[config.mk]
export PLATFORM = sky130hd
export DESIGN_NAME = chase_step_ctrl
export DESIGN_NICKNAME = d
export VERILOG_FILES = /design/src/rtl/chase_step_ctrl.sv
export SDC_FILE = /design/constraint.sdc
export NUM_CORES = 1
export LEC_CHECK = 0
export ABC_AREA = 1
export ABC_CLOCK_PERIOD_IN_PS = 2440
export CAP_MARGIN = 10
export CORE_MARGIN = 5
export CORE_UTILIZATION = 45
export DETAILED_ROUTE_END_ITERATION = 10
export SLEW_MARGIN = 20
export SYNTH_ARGS = -nofsm -noshare
export SYNTH_HDL_FRONTEND = slang
export SYNTH_SLANG_ARGS = --single-unit
export TNS_END_PERCENT = 10
[constraint.sdc]
create_clock -name clk_25mhz -period 2.44 [get_ports clk_25mhz]
set_input_delay 0.732 -clock clk_25mhz [delete_from_list [all_inputs] [get_ports clk_25mhz]]
set_output_delay 0.732 -clock clk_25mhz [all_outputs]
set_load 0.005 [all_outputs]
[src/rtl/chase_step_ctrl.sv]
// Input conditioning for the LED chase stage: button synchronise/debounce, pause,
// speed and direction control, and a rate-selectable one-cycle step_tick enable.
module chase_step_ctrl #(
  parameter int unsigned DEBOUNCE_CYCLES = 250000,
  parameter int unsigned PERIOD_MIN      = 262144,
  parameter int unsigned SPEED_RESET     = 4
) (
  input  logic       clk_25mhz,
  input  logic       rst,
  input  logic [6:0] btn,
  output logic       step_tick,
  output logic       dir,
  output logic [2:0] speed,
  output logic       paused
);

  localparam int unsigned     DB_W        = (DEBOUNCE_CYCLES > 1) ? $clog2(DEBOUNCE_CYCLES + 1) : 1;
  localparam logic [DB_W-1:0] DB_LAST     = DB_W'(DEBOUNCE_CYCLES - 1);
  localparam logic [DB_W-1:0] DB_ZERO     = DB_W'(0);
  localparam logic [DB_W-1:0] DB_ONE      = DB_W'(1);
  localparam logic [2:0]      SPEED_INIT  = 3'(SPEED_RESET);
  localparam logic [31:0]     PERIOD_BASE = 32'(PERIOD_MIN);

  logic [6:0]      sync1_r;
  logic [6:0]      sync2_r;
  logic [6:0]      stable_r;
  logic [6:0]      stable_prev_r;
  logic [DB_W-1:0] db_cnt_r [7];
  logic [6:0]      press_s;
  logic            unused_press_s;

  logic            pause_evt_s;
  logic            up_evt_s;
  logic            down_evt_s;
  logic            left_evt_s;
  logic            right_evt_s;
  logic            speed_evt_s;
  logic            terminal_s;

  logic [2:0]      speed_r;
  logic [2:0]      speed_nxt_s;
  logic            dir_r;
  logic            dir_nxt_s;
  logic            paused_r;
  logic            paused_nxt_s;
  logic            tick_r;
  logic            tick_nxt_s;
  logic [31:0]     presc_r;
  logic [31:0]     presc_run_s;
  logic [31:0]     presc_nxt_s;
  logic [31:0]     period_s;

  // Two-flop synchroniser on every raw button bit.
  always_ff @(posedge clk_25mhz) begin
    if (rst) begin
      sync1_r <= 7'd0;
      sync2_r <= 7'd0;
    end else begin
      sync1_r <= btn;
      sync2_r <= sync1_r;
    end
  end

  // Per-button debounce: the stable level flips only after DEBOUNCE_CYCLES differing cycles.
  always_ff @(posedge clk_25mhz) begin
    if (rst) begin
      stable_r      <= 7'd0;
      stable_prev_r <= 7'd0;
      for (int i = 0; i < 7; i++) begin
        db_cnt_r[i] <= DB_ZERO;
      end
    end else begin
      stable_prev_r <= stable_r;
      for (int i = 0; i < 7; i++) begin
        if (sync2_r[i] == stable_r[i]) begin
          db_cnt_r[i] <= DB_ZERO;
        end else if (db_cnt_r[i] == DB_LAST) begin
          stable_r[i] <= ~stable_r[i];
          db_cnt_r[i] <= DB_ZERO;
        end else begin
          db_cnt_r[i] <= db_cnt_r[i] + DB_ONE;
        end
      end
    end
  end

  // Rising edge of the stable level is the press event; btn[0] and btn[2] carry no function.
  assign press_s        = stable_r & ~stable_prev_r;
  assign unused_press_s = press_s[0] ^ press_s[2];

  // Next-state decode for the control registers and the prescaler.
  always_comb begin
    pause_evt_s = press_s[1];
    up_evt_s    = press_s[3];
    down_evt_s  = press_s[4];
    left_evt_s  = press_s[5];
    right_evt_s = press_s[6];
    speed_evt_s = up_evt_s ^ down_evt_s;

    speed_nxt_s = speed_r;
    if (up_evt_s && !down_evt_s) begin
      if (speed_r == 3'd7) begin
        speed_nxt_s = 3'd7;
      end else begin
        speed_nxt_s = speed_r + 3'd1;
      end
    end else if (down_evt_s && !up_evt_s) begin
      if (speed_r == 3'd0) begin
        speed_nxt_s = 3'd0;
      end else begin
        speed_nxt_s = speed_r - 3'd1;
      end
    end else begin
      speed_nxt_s = speed_r;
    end

    dir_nxt_s = dir_r;
    if (left_evt_s && !right_evt_s) begin
      dir_nxt_s = 1'b1;
    end else if (right_evt_s && !left_evt_s) begin
      dir_nxt_s = 1'b0;
    end else begin
      dir_nxt_s = dir_r;
    end

    paused_nxt_s = paused_r ^ pause_evt_s;

    // The current-cycle paused value governs the count, so a pause press on the
    // terminal cycle still issues its tick before the counter freezes.
    period_s   = PERIOD_BASE << (3'd7 - speed_r);
    terminal_s = (presc_r == (period_s - 32'd1));
    if (paused_r) begin
      presc_run_s = presc_r;
      tick_nxt_s  = 1'b0;
    end else if (terminal_s) begin
      presc_run_s = 32'd0;
      tick_nxt_s  = 1'b1;
    end else begin
      presc_run_s = presc_r + 32'd1;
      tick_nxt_s  = 1'b0;
    end

    if (speed_evt_s) begin
      presc_nxt_s = 32'd0;
    end else begin
      presc_nxt_s = presc_run_s;
    end
  end

  // Control state and registered outputs.
  always_ff @(posedge clk_25mhz) begin
    if (rst) begin
      speed_r  <= SPEED_INIT;
      dir_r    <= 1'b0;
      paused_r <= 1'b0;
      tick_r   <= 1'b0;
      presc_r  <= 32'd0;
    end else begin
      speed_r  <= speed_nxt_s;
      dir_r    <= dir_nxt_s;
      paused_r <= paused_nxt_s;
      tick_r   <= tick_nxt_s;
      presc_r  <= presc_nxt_s;
    end
  end

  assign step_tick = tick_r;
  assign dir       = dir_r;
  assign speed     = speed_r;
  assign paused    = paused_r;

endmodule

== Word-level counts from Yosys, hierarchy flattened ==
Memories as Yosys holds them, arrays and structs flattened.
Cells that the tools add are included.

* Bits in registers: 66
* RAM bits: 126
* Input port bits: 9
* Output and inout port bits: 6
* Word-level logic and storage cells: 212
* Memories kept: 1

* $add $sub $neg: 12
* Eq/ne operators: 16
* Shifts and indexed selects: 1
* Mux-type cells: 108
* Bitwise logic cells: 39
* Reductions and logical operators: 20

{| class="wikitable"
|+ Memories
! name !! depth !! width !! read ports !! clocked after Yosys merged registers in !! wr ports !! RTL line !! text
|-
| db_cnt_r || 7 || 18 || 7 || 0 || 7 || 28 || <nowiki>logic [DB_W-1:0] db_cnt_r [7];</nowiki>
|}

{| class="wikitable"
|+ Operators with widths
! kind !! count
|-
| 18-bit two-way mux || 21
|-
| 18-bit by 1-bit adder with 18-bit output (second input constant) || 7
|-
| 18-bit == test (second input constant) || 7
|-
| 1-bit two-way mux || 82
|-
| 32-bit by 1-bit adder with 32-bit output (second input constant) || 1
|-
| 32-bit == test || 1
|-
| 32-bit two-way mux || 1
|-
| 19-bit by 3-bit left shift with 32-bit output (first input constant) || 1
|-
| 32-bit by 1-bit subtractor with 32-bit output (second input constant) || 1
|-
| 1-bit bitwise OR || 21
|-
| 1-bit NOT || 14
|-
| 2-bit AND reduction || 7
|-
| 3-bit two-way mux || 4
|-
| 7-bit AND || 1
|-
| 1-bit == test || 7
|-
| 7-bit NOT || 1
|-
| 1-bit logical AND || 4
|-
| 1-bit zero test || 4
|-
| 2-bit nonzero test || 2
|-
| 2-bit OR reduction || 2
|-
| 3-bit by 1-bit adder with 3-bit output (second input constant) || 1
|-
| 3-bit == test (second input constant) || 1
|-
| 3-bit zero test || 1
|-
| 3-bit by 1-bit subtractor with 3-bit output (second input constant) || 1
|-
| other kinds (2) || 3
|}

== Depth between registers and ports, before layout ==
* Depth in word-level cells: 7
* Gate-level depth with buffers: 18

== Worst setup path before layout ==
No wires, ideal clock.

* Path kind: register -> register
* From: register speed_r[0] (netlist: speed[0])
* To: register presc_r[15]
* Setup time: 0.119 ns
* Arrival: 1.971 ns
* Data required time: 2.321 ns
* Slack: 0.351 ns
* Stages on the path, launching flop included: 19
* Path through: dfxtp_1 > inv_1 > ha_1 > nand2_1 > ha_1 > inv_1 > nand2_1 > nand2_1 > nand2_1 > nand2_1 > nor2_1 > nand3_1 > nor2_1 > nand2_1 > nor2_2 > nand2_2 > nand2_4 > buf_12 > nor2_2

* Cells in the longest elaborated chain, start to end: 5

{| class="wikitable"
|+ Ends and longest elaborated chain
! what !! RTL line !! text
|-
| start, declared || 40 || <nowiki>logic [2:0] speed_r;</nowiki>
|-
| start signal, assigned || 159 || <nowiki>speed_r <= speed_nxt_s;</nowiki>
|-
| 3-bit subtractor || 130 || <nowiki>period_s = PERIOD_BASE << (3'd7 - speed_r);</nowiki>
|-
| 19-bit by 3-bit left shift with 32-bit output || 130 ||
|-
| 32-bit by 1-bit subtractor with 32-bit output || 131 || <nowiki>terminal_s = (presc_r == (period_s - 32'd1));</nowiki>
|-
| 32-bit == test || 131 ||
|-
| 32-bit two-way mux || 135 || <nowiki>end else if (terminal_s) begin</nowiki>
|-
| end signal, assigned || 163 || <nowiki>presc_r <= presc_nxt_s;</nowiki>
|-
| end, declared || 48 || <nowiki>logic [31:0] presc_r;</nowiki>
|}

No other way between the ends.
A chain may end at the register's enable or synchronous reset.

== Worst setup path in the final report ==
* From: register speed_r[1] (netlist: speed[1])
* To: register presc_r[31]

The elaborated chain is that of the path after synthesis.

==> results.py <==
metrics = {
    "cts": {
        "post_cts.repair.setup_buffers": 0,
        "clkTransAtPathRegs_ns": 0.06,
        "clock-sinks": 148,
        "cts_tree": "done",
        "tritoncts.num_buffers": 17,
        "clk_root_buffer_cell": "sky130_fd_sc_hd__clkbuf_16",
        "clk-insertion-delay-late_ns": 0.42,
        "ctsHtreeMaxLevel": 4,
        "clock_path_buffers": 2,
    },
    "placed_design": {
        "place.detailed.hpwl_mm": 11.1,
        "place_congestion": 0.797,
        "pre_cts_slack_ns": 0.0221,
        "dpl_cell_area_um2": 8840,
        "placement.io_buffers": 12,
    },
    "power_and_ir_drop": {
        "cellPowerDensity_nw_per_um2": 581,
        "irDropWorstVdd_mv": 0.504,
        "leakage_power_nw": 3.79,
    },
    "critical_path": {
        "reg2reg_setup_slack_ns": 0.23,
        "crit_fanout": 14,
        "setup_crit_end_kind": "flip-flop",
        "critical_path_arrival_ns": 2.52,
        "timing.critical_path.from_type": "flip-flop",
        "r2r_cells": 15,
        "criticalPathCategory": "reg2reg",
        "worst-endpoint-required_ns": 2.75,
        "r2r-start": "speed[1]",
        "worst_r2r_endpoint": "presc_r[31]",
    },
    "route": {
        "antenna_violating_nets_post_route": 0,
        "routed_via_density": 4.71,
        "drt_drc_violations_left": 0,
        "routed_wire_length_per_instance_um": 11.0,
        "dr_total_vias": 6313,
        "totalWireLength_mm": 14.8,
        "detail_route.iter0.violations": 232,
        "detailedRoute.firstPassIterationCount": 5,
    },
    "sta": {
        "max_slew_violation_count": 0,
        "post-route-worst-setup-slack_ns": 0.231,
        "finalClockSkew_ns": 0.0102,
        "final.min_clock_period_ns": 2.21,
        "max_slew.worst_pin.slew_ns": 0.546,
        "hold_viol_final": 0,
        "setup_viol_count_final": 0,
        "setup_repair_after_global_routing_missed_its_margin": "no",
        "timing.fmax_mhz": 453,
        "fin_setup_tns_ns": 0,
        "maxSlewHeadroom": 0.633,
        "finalCritPeriodShare": 0.905,
    },
    "final_layout": {
        "final_common_cell": "sky130_fd_sc_hd__nand2_1",
        "layout.cell_area.non_filler_um2": 9410,
        "syn2layout_area_growth_pct": 17.9,
        "final_cell_mix": "179 x sky130_fd_sc_hd__nand2_1, 128 x sky130_fd_sc_hd__inv_1, 125 x sky130_fd_sc_hd__nor2_1",
        "ff_latch_area_um2": 3860,
        "antenna-diode-count": 0,
        "combined_area_of_the_multi_input_logic_cells_um2": 3890,
        "num-nets-final": 1125,
        "share_of_final_layout_standard_cells_stronger_than_drive_strength_1": 0.0897,
        "fillCellCount": 1658,
    },
    "synthesis": {
        "yosysSeqAreaShare": 0.484,
        "yosys.area.top_type_share": 0.339,
        "synth_largest_area_cell": "sky130_fd_sc_hd__edfxtp_1",
        "yosysWarnings": 0,
        "synth-seq-cells": 148,
        "post_synth_and_or_nand_nor_area_fraction": 0.303,
        "synth_compound_area_frac": 0.0762,
        "synth_top_family_by_area": "simple AND/OR/NAND/NOR gates",
        "synth.area.mux_share": 0,
        "synth_async_sr_flop_share": 0,
        "yosys.area_share.xor_xnor": 0.0417,
        "synth_edf_count": 90,
        "synth_area_leaders": "sky130_fd_sc_hd__edfxtp_1 34%, sky130_fd_sc_hd__dfxtp_1 15%, sky130_fd_sc_hd__nand2_1 8.4%",
        "yosys.area_share.adder": 0.0219,
        "mappedNetlistArea_um2": 7980,
        "syn_avg_cell_area_um2": 8.20,
        "dominantRegCellSynth": "sky130_fd_sc_hd__edfxtp_1",
        "yosys.cell_types.count": 42,
        "netlist_instances": 973,
    },
    "global_routing": {
        "grt_max_degree": 20,
        "grt_remaining_overflow": 0,
        "first_pass_grt_wire_length_mm": 25.9,
        "grt_usage": 0.154,
        "antenna_found_initial": 0,
        "first_global_vias": 5932,
    },
    "floorplanning": {
        "std_cell_rows": 48,
        "die_w_um": 143,
        "io-pin-count": 15,
        "fp.dieArea_um2": 20500,
        "initial_core_util": 0.460,
        "coreArea_um2": 17400,
        "die-height_um": 143,
    },
    "worst_hold_path": {
        "hold_class": "reg2reg",
        "holdPathEnd": "sync2_r[3]",
        "min_path_cells": 2,
        "worst_hold_startpoint": "sync1_r[3]",
    },
    "run": {
        "cap_violations": 0,
    },
    "outcome": {
        "run_status": "finished clean",
    },
}
-- flip-flops by register name, indices dropped and copies added, names as in the netlist --
| signal | cells |
|---|---|
| db_cnt_r | 90 |
| presc_r | 32 |
| stable_prev_r | 5 |
| stable_r | 5 |
| sync1_r | 5 |
| sync2_r | 5 |
| speed | 3 |
| dir | 1 |
| paused | 1 |
| step_tick | 1 |
-- metrics by stage --
stage	util	power (mW)	hold WS, ns	cells
floorplan	-	2.98	0.388	1062
global placement	0.509	3.05	0.393	1308
detailed placement	0.509	3.05	0.392	1308
CTS	0.541	5.54	0.403	1340
global route	0.542	5.70	0.433	1340
finish	0.542	5.47	0.402	1340
-- logic make-up (layout without fill, tap and decap cells) --
group	Yosys count	count (layout)
compound gates	113	113
xor+xnor	38	38
fa+ha+maj	14	14
buf+inv	144	197
flops	148	148
other cells	1	90
simple gates	515	515
-- Yosys cell counts, types with 2 or more instances --
library cell	instances
sky130_fd_sc_hd__nand3_1	44
sky130_fd_sc_hd__o21bai_1	3
sky130_fd_sc_hd__o21a_1	4
sky130_fd_sc_hd__inv_1	128
sky130_fd_sc_hd__nand4_1	30
sky130_fd_sc_hd__ha_1	14
sky130_fd_sc_hd__o22ai_1	2
sky130_fd_sc_hd__nor2_2	19
sky130_fd_sc_hd__o211ai_1	2
sky130_fd_sc_hd__nand2_1	179
sky130_fd_sc_hd__edfxtp_1	90
sky130_fd_sc_hd__nor3b_1	19
sky130_fd_sc_hd__xor2_1	29
sky130_fd_sc_hd__a31oi_1	5
sky130_fd_sc_hd__and3_1	4
sky130_fd_sc_hd__xnor2_1	9
sky130_fd_sc_hd__nand2_4	2
sky130_fd_sc_hd__o21ai_0	37
sky130_fd_sc_hd__a21oi_1	56
sky130_fd_sc_hd__a211oi_1	2
sky130_fd_sc_hd__or2_2	15
sky130_fd_sc_hd__buf_6	2
sky130_fd_sc_hd__buf_2	2
sky130_fd_sc_hd__nor2_1	125
sky130_fd_sc_hd__nor4_1	19
sky130_fd_sc_hd__dfxtp_1	58
sky130_fd_sc_hd__nand2_2	6
sky130_fd_sc_hd__nor3_1	45
sky130_fd_sc_hd__clkbuf_1	8
sky130_fd_sc_hd__nand3_2	3
-- final cells by class --
cell class	instances	area share
multi-input combinational	770	0.414
sequential	148	0.411
inverter	131	0.0525
clock buffer	19	0.0460
timing repair buffer	34	0.0343
tap	225	0.0299
clock inverter	13	0.0124
-- per-layer routing --
layer / share of wire / wire length, um / track usage / up-vias
met5: 0 / 0 / 0 / -
met4: 0.010 / 148 / 0.0455 / 0
met3: 0.030 / 440 / 0.0405 / 9
met2: 0.45 / 6650 / 0.243 / 67
met1: 0.51 / 7550 / 0.209 / 2801
li1: - / - / - / 3436
-- critical path, cell delays in order (launching register included) --
cell and delay, ns:
sky130_fd_sc_hd__dfxtp_1 0.41, sky130_fd_sc_hd__ha_1 0.21, sky130_fd_sc_hd__nand2_2 0.11, sky130_fd_sc_hd__ha_4 0.28, sky130_fd_sc_hd__nor2_1 0.03, sky130_fd_sc_hd__nor2_1 0.08, sky130_fd_sc_hd__nand3_1 0.08, sky130_fd_sc_hd__nor2_1 0.11
sky130_fd_sc_hd__nand3_1 0.09, sky130_fd_sc_hd__nor2_1 0.10, sky130_fd_sc_hd__nand2_1 0.09, sky130_fd_sc_hd__nor2_2 0.10, sky130_fd_sc_hd__nand2_2 0.07, sky130_fd_sc_hd__nand2_4 0.12, sky130_fd_sc_hd__buf_12 0.15, sky130_fd_sc_hd__nor2_1 0.05
-- report_power, final --
| part | leakage [nW] | total [mW] | internal (mW) | switching, mW |
|---|---|---|---|---|
| clock | 0.260 | 2.47 | 1.48 | 0.989 |
| sequential | 1.40 | 2.79 | 2.73 | 0.0665 |
| combinational | 2.13 | 0.209 | 0.0767 | 0.132 |
-- worst max-delay path by stage --
stage                     startpoint  depth (start not counted)        endpoint
after global routing        speed[0]                         18     presc_r[31]
after floorplan             speed[0]                         18     presc_r[15]
final                       speed[1]                         15     presc_r[31]
after CTS                   speed[0]                         18     presc_r[31]
after global placement           rst                          8  db_cnt_r[6][3]
after detailed placement         rst                          8  db_cnt_r[6][3]
-- repair_timing --
action	in CTS	in global routing
hold buffers	0	0
hold endpoints to repair	0	0
gates resized for setup	0	4
setup endpoints to repair	0	23
Power figures use the tool's default switching activity.
